File: config.mk
export PLATFORM = sky130hd
export DESIGN_NAME = br_resolve
export DESIGN_NICKNAME = d
export VERILOG_FILES = /design/src/rtl/bp_pkg.sv /design/src/rtl/upd_fifo.sv /design/src/rtl/br_resolve.sv
export SDC_FILE = /design/constraint.sdc
export NUM_CORES = 1
export LEC_CHECK = 0
export BUFFER_PORTS_ARGS = -buffer_cell sky130_fd_sc_hd__clkbuf_2
export CAP_MARGIN = 0
export CELL_PAD_IN_SITES_DETAIL_PLACEMENT = 2
export CELL_PAD_IN_SITES_GLOBAL_PLACEMENT = 2
export CORE_MARGIN = 2
export CORE_UTILIZATION = 33
export CTS_CLUSTER_DIAMETER = 50
export DETAILED_ROUTE_END_ITERATION = 10
export PLACE_DENSITY = 0.8
export SYNTH_ARGS = -nofsm -noshare
export SYNTH_HDL_FRONTEND = slang
export SYNTH_SLANG_ARGS = --single-unit
File: constraint.sdc
create_clock -name clk -period 3.26 [get_ports clk]
set_input_delay 0.326 -clock clk [delete_from_list [all_inputs] [get_ports clk]]
set_output_delay 0.326 -clock clk [all_outputs]
set_load 0.02 [all_outputs]
File: src/rtl/bp_pkg.sv
// bp_pkg: shared types and constants for branch resolution and predictor update
package bp_pkg;

    localparam int          UPD_ENTRY_W = 33;
    localparam logic [31:0] PC_INC      = 32'd4;

    typedef enum logic {
        IDLE,
        FLUSH
    } rd_state_t;

endpackage

File: src/rtl/upd_fifo.sv
// upd_fifo: synchronous FIFO with registered count and full/empty flags
module upd_fifo #(
    parameter int DEPTH = 4,
    parameter int W     = 33
) (
    input  logic         clk,
    input  logic         rst,
    input  logic         push,
    input  logic [W-1:0] din,
    input  logic         pop,
    output logic [W-1:0] dout,
    output logic         full,
    output logic         empty
);
    localparam int AW = $clog2(DEPTH);

    logic [W-1:0]  mem [DEPTH];
    logic [AW-1:0] wr_ptr, rd_ptr;
    logic [AW:0]   count, count_d;
    logic          do_push, do_pop;

    assign do_push = push & ~full;
    assign do_pop  = pop & ~empty;
    // Head is forced to zero while empty so the predictor port idles at a known value
    assign dout    = empty ? '0 : mem[rd_ptr];

    always_comb begin
        count_d = count;
        if (do_push & ~do_pop) count_d = count + (AW+1)'(1);
        if (do_pop & ~do_push) count_d = count - (AW+1)'(1);
    end

    always_ff @(posedge clk or posedge rst) begin
        if (rst) begin
            wr_ptr <= '0;
            rd_ptr <= '0;
            count  <= '0;
            full   <= 1'b0;
            empty  <= 1'b1;
        end else begin
            if (do_push) wr_ptr <= wr_ptr + AW'(1);
            if (do_pop)  rd_ptr <= rd_ptr + AW'(1);
            count <= count_d;
            full  <= count_d == (AW+1)'(DEPTH);
            empty <= count_d == '0;
        end
    end

    always_ff @(posedge clk) begin
        if (do_push) mem[wr_ptr] <= din;
    end

endmodule

File: src/rtl/br_resolve.sv
// br_resolve: EX-stage branch resolution, one-cycle redirect and in-order predictor update queue
module br_resolve
    import bp_pkg::*;
#(
    parameter int UQ_DEPTH = 4,
    parameter int CNT_W    = 32
) (
    input  logic             clk,
    input  logic             rst,
    input  logic             ex_valid,
    input  logic             ex_is_cond,
    input  logic             ex_is_jump,
    input  logic [31:0]      ex_pc,
    input  logic             ex_pred_taken,
    input  logic [31:0]      ex_pred_target,
    input  logic             ex_taken,
    input  logic [31:0]      ex_target,
    output logic             ex_stall,
    output logic             flush,
    output logic             redirect_valid,
    output logic [31:0]      redirect_pc,
    input  logic             upd_ready,
    output logic             upd_we,
    output logic             upd_branched,
    output logic [31:0]      upd_pc,
    output logic [CNT_W-1:0] br_cnt,
    output logic [CNT_W-1:0] mis_cnt
);
    rd_state_t              state_q, state_d;
    logic                   squash_q, resolve, mispred, push, full, empty;
    logic [31:0]            next_pc;
    logic [UPD_ENTRY_W-1:0] head;

    assign squash_q = state_q == FLUSH;
    assign resolve  = ex_valid & ~ex_stall & ~squash_q;
    assign mispred  = resolve & (ex_is_cond | ex_is_jump) &
                      ((ex_pred_taken != ex_taken) | (ex_taken & (ex_pred_target != ex_target)));
    assign next_pc  = ex_taken ? ex_target : ex_pc + PC_INC;
    assign push     = resolve & ex_is_cond;
    assign ex_stall = full;
    assign upd_we   = ~empty & upd_ready;
    assign upd_pc       = head[UPD_ENTRY_W-1:1];
    assign upd_branched = head[0];
    assign flush          = squash_q;
    assign redirect_valid = squash_q;

    always_comb begin
        state_d = state_q;
        case (state_q)
            IDLE:    if (mispred) state_d = FLUSH;
            FLUSH:   state_d = IDLE;
            default: state_d = IDLE;
        endcase
    end

    always_ff @(posedge clk or posedge rst) begin
        if (rst) begin
            state_q     <= IDLE;
            redirect_pc <= '0;
            br_cnt      <= '0;
            mis_cnt     <= '0;
        end else begin
            state_q <= state_d;
            if (mispred) redirect_pc <= next_pc;
            if (push && br_cnt != '1) br_cnt <= br_cnt + CNT_W'(1);
            if (mispred && mis_cnt != '1) mis_cnt <= mis_cnt + CNT_W'(1);
        end
    end

    upd_fifo #(
        .DEPTH (UQ_DEPTH),
        .W     (UPD_ENTRY_W)
    ) u_fifo (
        .clk   (clk),
        .rst   (rst),
        .push  (push),
        .din   ({ex_pc, ex_taken}),
        .pop   (upd_we),
        .dout  (head),
        .full  (full),
        .empty (empty)
    );

endmodule

**After elaboration in Yosys (flattened, before gate mapping)**

Memories as Yosys holds them, arrays and structs flattened.
Cells that the tools add are included.

- Memory bits (read-only): 0
- Bits in writable memories: 132
- Bits of input ports: 104
- Word-level logic and storage cells: 51
- Memories kept: 1
- Output and inout bits: 133
- Flip-flop bits (word level): 106
- Latch bits: 0

- Add/sub/neg operators: 7
- $mul: 0
- Bitwise gates (word level): 18
- Muxes and demuxes: 8
- Eq/ne operators: 5
- Shifts and indexed selects: 0
- Div/mod/pow operators: 0
- Magnitude comparators: 0
- Reductions and logical operators: 3

Memories:

| name | words | width | rd ports | clocked after memory_dff | wr ports | line | text |
|---|---|---|---|---|---|---|---|
| u_fifo.mem | 4 | 33 | 1 | 0 | 1 | upd_fifo.sv:17 | `logic [W-1:0] mem [DEPTH];` |

Operators by type and width:

| kind | count |
|---|---|
| adder 32 x 1 -> 32 bit (second input constant) | 2 |
| inequality test 32 bit (second input constant) | 2 |
| two-way mux 33 bit | 1 |
| adder 32 x 3 -> 32 bit (second input constant) | 1 |
| two-way mux 32 bit | 1 |
| inequality test 32 bit | 1 |
| bitwise AND 1 bit | 11 |
| two-way mux 3 bit | 2 |
| NOT 1 bit | 5 |
| adder 2 x 1 -> 2 bit (second input constant) | 2 |
| adder 3 x 1 -> 3 bit (second input constant) | 1 |
| equality test 3 bit (second input constant) | 1 |
| zero test 3 bit | 1 |
| two-way mux 1 bit | 3 |
| subtractor 3 x 1 -> 3 bit (second input constant) | 1 |
| logical AND 1 bit | 2 |
| OR 1 bit | 2 |
| one-hot mux 1 bit (2 select lines) | 1 |
| inequality test 1 bit | 1 |

**Depth between registers and ports, before layout**

Gate-level depths: netlist of the first run.

- Word-level depth: 9
- Depth in mapped cells: 8
- Depth with buffers taken out: 7

**By module**

A second synthesis of the first run with hierarchy kept.

- Cells, all modules: 836
- Area, all modules: 11233.3 um^2

By module, submodules not included:

| module | times used | sequential area each (um^2) | area each (um^2) | cells each |
|---|---|---|---|---|
| br_resolve | 1 | 2427.3 | 5698.0 | 571 |
| upd_fifo | 1 | 4190.3 | 5535.3 | 265 |

**Worst setup path after synthesis of the first run**

Ideal clock, no wire load.

- Path kind: register to register
- From: reg u_fifo.full
- To: mem u_fifo.mem[0][0] (enable)
- Buffers on the path: 0
- Arrival time: 1.723 ns
- Clock period less this slack: 2.116 ns
- Required time: 2.867 ns
- Stages on the path, launching flop included: 3
- Setup slack: 1.144 ns
- Setup time: 0.393 ns
- Cells stage by stage: dfrtp_1 > nor3b_2 > and3_1

- Cells in the longest elaborated chain, start to end: 7

Ends and longest elaborated chain:

| item | line | text |
|---|---|---|
| start: declaration | upd_fifo.sv:12 | `output logic full,` |
| start signal: assignment | upd_fifo.sv:44 | `full <= count_d == (AW+1)'(DEPTH);` |
| NOT 1 bit * | upd_fifo.sv:22, br_resolve.sv:35 |  |
| bitwise AND 1 bit (2 in a row) | br_resolve.sv:35 | `assign resolve = ex_valid & ~ex_stall & ~squash_q;` |
| bitwise AND 1 bit | br_resolve.sv:39 | `assign push = resolve & ex_is_cond;` |
| bitwise AND 1 bit * | upd_fifo.sv:22 | `assign do_push = push & ~full;` |
| two-way mux 1 bit * | upd_fifo.sv:50 | `if (do_push) mem[wr_ptr] <= din;` |
| two-way mux 1 bit (implied by the code) * | upd_fifo.sv:50 |  |
| end: declaration | upd_fifo.sv:17 |  |

Mark *: on every way between the ends. The rest lies on a longest branch, timed or not.

**Worst setup path after layout of the first run**

- From: reg u_fifo.rd_ptr[1]
- To: out upd_pc[19]

- Cells in the longest elaborated chain, start to end: 2

Ends and longest elaborated chain:

| item | line | text |
|---|---|---|
| start: declaration | upd_fifo.sv:18 | `logic [AW-1:0] wr_ptr, rd_ptr;` |
| start signal: assignment | upd_fifo.sv:42 | `if (do_pop) rd_ptr <= rd_ptr + AW'(1);` |
| memory (4 x 33 bit) | n/a |  |
| two-way mux 33 bit | upd_fifo.sv:25 | `assign dout = empty ? '0 : mem[rd_ptr];` |
| end: declaration | br_resolve.sv:25 | `output logic [31:0] upd_pc,` |

No other way between the ends.

==> flow_summary_export.csv, run 1 <==
group,metric,value,unit
clock_network,clk_latency,0.51,ns
worst_setup_path,critPathLaunchType,"flip-flop",
cells_and_area,fin_util,42.6,%
floorplan,io_pins,237,
place,io_buffers,236,
route,wire_per_inst,23.2,um
worst_hold_path,hold_class,"primary input to flip-flop",
timing,setup_viol,0,
timing,post-route-period-util,82.8,%
synth,syn_nets,942,
cells_and_area,fin_nets,1202,
floorplan,initial_core_util,33.4,%
timing,finalHoldViolations,0,
worst_hold_path,holdCritStartpoint,"ex_pc[0]",
clock_network,cts.sinks,238,
floorplan,die_w,188,um
clock_network,cts_resized,0,
power_and_ir_drop,p_total,11.0,mW
clock_network,clock_path_buffers,3,
global_route,grt_pass1_vias,8825,
route,vias,8057,
place,gp_congestion,0.801,
synth,synth_top_area_share,35.5,%
timing,fin_crit,2.70,ns
global_route,antenna_found_initial,2,
route,firstDrtPassIters,4,
power_and_ir_drop,power_density,775,mW/mm2
route,routed_wl,36.2,mm
timing,fin_skew,0.0256,ns
synth,synth_cell_types,52,
global_route,grt_pass1_wl,56.5,mm
clock_network,cts_tree,"done",
worst_setup_path,worstSetupStartpoint,"u_fifo.rd_ptr[1]$_DFFE_PP0P_",
floorplan,die_y,188,um
synth,synth_edf_count,132,
timing,drv_slew,0,
synth,yosysSeqAreaShare,59.3,%
clock_network,cts.clk_slew.worst_paths,0.06,ns
cells_and_area,area_delta_synth_final,27.4,%
cells_and_area,fillerInstances,3423,
worst_setup_path,cp_max_fo,27,
clock_network,cts_made_buffers,36,
timing,rsz0062_at_grt,"no",
synth,ys_top_cells_by_area,"edfxtp_1 (36%), dfrtp_1 (24%), xor2_1 (7.2%)",
timing,fmax,371,MHz
synth,ys_async_sr_fraction,44.5,%
route,vias_per_cell,5.15,
power_and_ir_drop,ir_drop,0.341,mV
worst_setup_path,cp.arrival,2.37,ns
route,ant_nets,0,
timing,slew_headroom,30.7,%
synth,netlist_instances,829,
place,dp.final_hpwl,25.6,mm
timing,tns,0,ns
worst_setup_path,end_kind,"primary output",
worst_setup_path,path_class,"flip-flop to primary output",
floorplan,rows,67,
global_route,grt_start_max_net_pins,62,
clock_network,post_cts_buffers,0,
worst_setup_path,required,2.93,ns
route,drc,0,
worst_setup_path,r2r_slack,0.84,ns
synth,synthFlopType,"edfxtp_1",
floorplan,core_area,0.0334,mm2
synth,syn-cell-area,0.0112,mm2
synth,yosysWarningCount,0,
run,maxCapViolCount,0,
global_route,grt_overflow_total,0,
global_route,track_usage,20.9,%
route,drt_iter0_drc,444,
worst_setup_path,r2r-start,"mis_cnt[0]$_DFFE_PP0P_",
floorplan,die_area,0.0353,mm2
synth,synth_top_cell_by_area,"edfxtp_1",
synth,syn_area_per_cell,13.5,um2
power_and_ir_drop,p_leak,6.02,nW
clock_network,root_buffer,"clkbuf_16",
clock_network,h-tree-depth,2,
cells_and_area,drive_above_1_share,35.5,%
timing,worst_slew_pin_slew,1.04,ns
outcome,status,"complete, no violations",
synth,ys_ff_latch,238,
-- critical path, stage by stage, from the launching register on --
cell,delay (ns)
dfrtp_1,0.57
buf_4,0.47
mux4_2,0.29
nor2b_1,0.28
clkbuf_2,0.24
-- report_power, final --
| group | internal (mW) | total (mW) | switching, mW |
|---|---|---|---|
| sequential | 3.62 | 3.93 | 0.314 |
| combinational | 1.22 | 3.08 | 1.86 |
| clock | 2.51 | 3.99 | 1.49 |
-- per-stage QoR --
| step | cells | instance area, um2 | setup slack (ns) | hold slack [ns] |
|---|---|---|---|---|
| global placement | 1498 | 12900 | 0.571 | 0.454 |
| detailed placement | 1498 | 12900 | 0.558 | 0.468 |
| CTS | 1563 | 14200 | 0.481 | 0.0531 |
| floorplan | 829 | 11200 | 0.147 | 0.425 |
| global route | 1563 | 14200 | 0.405 | 0.0691 |
| finish | 1565 | 14200 | 0.562 | 0.0806 |
-- cell families after synthesis --
logic type                 Yosys count  synth area share, %
and+or+nand+nor                    290                 15.0
DFF                                238                 59.3
AOI/OAI and AO/OA                   54                 2.95
xor gates and xnor gates           124                 9.74
adders and majority gates            9                 1.01
muxes                               69                 10.3
buffers and inverters               45                 1.71
-- state kept, by name, indices dropped and copies added (netlist names) --
name / flops
redirect_pc: 32
mis_cnt: 32
u_fifo.rd_ptr: 2
u_fifo.mem: 132
u_fifo.count: 3
br_cnt: 32
u_fifo.wr_ptr: 2
flush: 1
u_fifo.full: 1
u_fifo.empty: 1
-- synthesized netlist by cell type, types with 2 or more instances --
cell / n
a211o_1: 2
a31oi_1: 2
and2_1: 5
and3_1: 25
and4_1: 8
buf_2: 11
buf_4: 2
clkbuf_1: 17
dfrtp_1: 105
edfxtp_1: 132
ha_1: 9
inv_1: 14
mux2_1: 13
mux2_2: 21
mux2i_1: 2
mux4_2: 33
nand2_1: 64
nand2b_1: 2
nand3_1: 39
nand4_1: 25
nand4_2: 2
nand4b_1: 2
nor2_1: 23
nor2b_1: 36
nor3_1: 15
nor3_2: 5
nor4_1: 21
nor4_4: 3
nor4b_1: 4
o211ai_1: 2
o21a_1: 2
o21ai_0: 35
o31ai_1: 4
or3_1: 3
or4_1: 2
xnor2_1: 32
xor2_1: 92
-- cell type report --
type	count	area [um2]	share of cell area (%)
clock buffer	41	981	6.91
clock inverter	23	263	1.85
timing repair buffer	253	1360	9.58
tap	448	561	3.95
sequential	238	6620	46.6
multi-input combinational	546	4360	30.7
inverter	14	55.1	0.388
antenna	2	5.00	0.0352
-- cells in the final DEF, fill, tap and decap left out, types with 6 or more instances in the layout --
master	instances
inv_1	13
nor3_1	15
xor2_1	92
buf_4	12
mux2_1	13
edfxtp_1	132
nor2_1	22
ha_1	9
dfrtp_1	104
nand3_1	39
nor4_1	21
clkinv_2	6
and3_1	21
clkbuf_2	236
mux2_2	21
and4_1	8
mux4_2	33
nand2_1	64
o21ai_0	35
xnor2_1	32
nand4_1	25
nor2b_1	36
clkbuf_16	37
-- layer usage --
layer	up-vias	GRT usage, %	wire length, um
met3	58	4.29	2270
met5	-	0	13
met1	4114	27.5	15400
met2	281	35.2	17700
li1	3602	-	-
met4	2	5.63	842
-- worst paths after layout --
check                                             end  cells past startpoint
min                        u_fifo.mem[2][1]$_DFFE_PP_                      1
max reg2reg                   mis_cnt[28]$_DFFE_PP0P_                      7
max in group asynchronous      u_fifo.empty$_DFF_PP1_                      4
min in group asynchronous     mis_cnt[10]$_DFFE_PP0P_                      3
min reg2reg                    br_cnt[19]$_DFFE_PP0P_                      1
max                                        upd_pc[19]                      4
-- what timing repair did --
action | 4_1_cts | 5_1_grt
endpoints found under the hold margin | 45 | 0
endpoints found under the setup margin | 0 | 0
hold buffers | 1 | 0
Power figures use the tool's default switching activity.
==> inputs of run 2 (changes only) <==
Clock period 3.26 ns to 2.4 ns, I/O delays scaled along.
==> run 2 against run 1 <==
Compared with the run above:
- final area increased by 2.3%
- core utilization rose by 0.97 points
- die area unchanged
- clock skew shrank 0.012 ns
- cell count increased by 2.2%
- first-iteration DRC count shrank 20%
- sequential share of layout area shrank 1.0 points
- clock-buffer cell count grew 4
- combinational power up 41%
- clock power grew 31%
- non-clock buffer count increased by 32
- power grew 35%
- critical endpoint is now upd_pc[23]
- largest cell class unchanged
==> flow_summary_export.csv, run 2 (same netlist as run 1, synthesis figures left out) <==
group,metric,value,unit
clock_network,cts_made_buffers,35,
power_and_ir_drop,power_frac_comb,29.3,%
cells_and_area,largest_reg_flops,132,
cells_and_area,fin_util,43.5,%
floorplan,initial_core_util,33.4,%
timing,rsz0062_at_grt,"no",
timing,finalHoldViolations,0,
place,gp_congestion,0.840,
power_and_ir_drop,p_leak,6.18,nW
route,wire_per_inst,23.0,um
timing,slew_headroom,50.1,%
worst_setup_path,path_class,"flip-flop to primary output",
route,drc,0,
cells_and_area,multi_input_area,0.00438,mm2
timing,fmax,439,MHz
clock_network,cts.clk_slew.worst_paths,0.06,ns
cells_and_area,fin_nets,1234,
timing,post-route-period-util,94.9,%
timing,fin_skew,0.0136,ns
cells_and_area,layoutNonFillerInstCount,1599,
worst_setup_path,cp.arrival,2.04,ns
floorplan,die_area,0.0353,mm2
floorplan,die_w,188,um
cells_and_area,final_area,0.0145,mm2
clock_network,clk_latency,0.50,ns
timing,worst_slew_pin_slew,0.747,ns
place,dp.final_hpwl,26.3,mm
cells_and_area,seq_area,0.00662,mm2
cells_and_area,fillerInstances,3424,
floorplan,io_pins,237,
timing,hold_ws,0.0201,ns
global_route,grt_overflow_total,0,
clock_network,cts.sinks,238,
worst_hold_path,hold_class,"primary input to flip-flop",
power_and_ir_drop,ir_drop,0.473,mV
worst_setup_path,cp_max_fo,13,
route,vias_per_cell,5.13,
global_route,grt_pass1_wl,56.9,mm
power_and_ir_drop,power_density,1020,mW/mm2
power_and_ir_drop,intPower,10.0,mW
route,vias,8205,
global_route,grt_start_max_net_pins,48,
worst_setup_path,critPathLaunchType,"flip-flop",
route,firstDrtPassIters,4,
place,place_inst,1528,
floorplan,rows,67,
timing,setup_viol,0,
cells_and_area,mostFrequentLayoutCell,"clkbuf_2",
outcome,status,"complete, no violations",
cells_and_area,drive_above_1_share,36.6,%
route,routed_wl,36.8,mm
clock_network,cts_tree,"done",
route,drt_iter0_drc,353,
cells_and_area,regMostFlops,"u_fifo.mem",
clock_network,h-tree-depth,2,
floorplan,die_y,188,um
route,ant_nets,0,
power_and_ir_drop,swShare,32.7,%
floorplan,core_area,0.0334,mm2
power_and_ir_drop,seq_power_share,35.6,%
clock_network,root_buffer,"clkbuf_16",
global_route,track_usage,21.1,%
place,placed_area,0.0133,mm2
place,io_buffers,236,
worst_setup_path,required,2.16,ns
power_and_ir_drop,switchingPower,4.85,mW
clock_network,clock_path_buffers,3,
run,maxCapViolCount,0,
worst_setup_path,end_kind,"primary output",
power_and_ir_drop,p_clk_share,35.1,%
timing,drv_slew,0,
global_route,antenna_found_initial,8,
cells_and_area,area_delta_synth_final,30.3,%
cells_and_area,mostFrequentLayoutCells,"clkbuf_2 (236), edfxtp_1 (132), dfrtp_1 (104)",
timing,fin_crit,2.28,ns
global_route,grt_pass1_vias,9276,
[run 2: cell count changes in the layout (fill, tap and decap cells not counted), moves of 2 or more]
cell           before  now
clkinv_4            5    1
inv_6               4    2
diode_2             2    5
buf_4              12   33
dlygate4sd3_1       1    3
clkbuf_1            0    5
buf_12              4   13
[run 2: through the flow]
step	setup WS, ns	setup TNS, ns	total power [mW]
3_3_place_gp	-0.115	-5.43	9.58
3_5_place_dp	-0.198	-9.25	9.76
4_1_cts	0.0502	0	15.1
6_report	0.123	0	14.8
5_1_grt	0.00178	0	15.6
2_1_floorplan	0.284	0	7.98
[run 2: path summary, 6_finish.rpt]
check	cells after the start	end	slack, ns	start
hold reg to reg	1	redirect_pc[5]$_DFFE_PP0P_	0.48	redirect_pc[5]$_DFFE_PP0P_
setup reg to reg	8	mis_cnt[16]$_DFFE_PP0P_	0.20	flush$_DFF_PP0_
setup / recovery	4	upd_pc[23]	0.12	u_fifo.rd_ptr[0]$_DFFE_PP0P_
max in group asynchronous	4	redirect_pc[2]$_DFFE_PP0P_	1.26	rst
hold / removal	1	u_fifo.mem[1][2]$_DFFE_PP_	0.02	ex_pc[1]
min in group asynchronous	3	br_cnt[18]$_DFFE_PP0P_	0.42	rst
[run 2: worst max-delay path: stages (launching register included)]
cell	delay (ns)
dfrtp_2	0.39
buf_4	0.27
mux4_2	0.53
nor2b_1	0.16
clkbuf_2	0.19
[run 2: repair_timing]
item                                    CTS  global route
pin swaps                                 1             0
buffers inserted                          0             0
hold endpoints to repair                 36             0
gates resized for setup                   1             1
hold buffers                              3             0
endpoints found under the setup margin   29             4
cloned                                    1             0
[run 2: cell type report]
class | instances | area share (%)
clock buffers | 45 | 6.79
well taps | 448 | 3.86
repair buffers | 285 | 11.8
clock inverters | 17 | 1.38
flip-flops and latches | 238 | 45.6
multi-input cells | 547 | 30.1
diodes | 5 | 0.0861
inverters | 14 | 0.388
[run 2: power groups by stage]
| stage | logic [mW] | registers (mW) | clock network (mW) |
|---|---|---|---|
| floorplan | 2.31 | 5.67 | 0 |
| global placement | 4.28 | 5.30 | 0 |
| detailed placement | 4.40 | 5.36 | 0 |
| CTS | 4.45 | 5.29 | 5.36 |
| global route | 4.69 | 5.36 | 5.51 |
| finish | 4.35 | 5.28 | 5.21 |
[run 2: per-layer routing]
metal,up-vias,GRT usage [%],wire [um]
met1,4205,25.3,14600
met2,270,37.6,18800
met3,58,5.95,2660
met4,8,4.69,707
li1,3664,-,-
met5,-,0,49
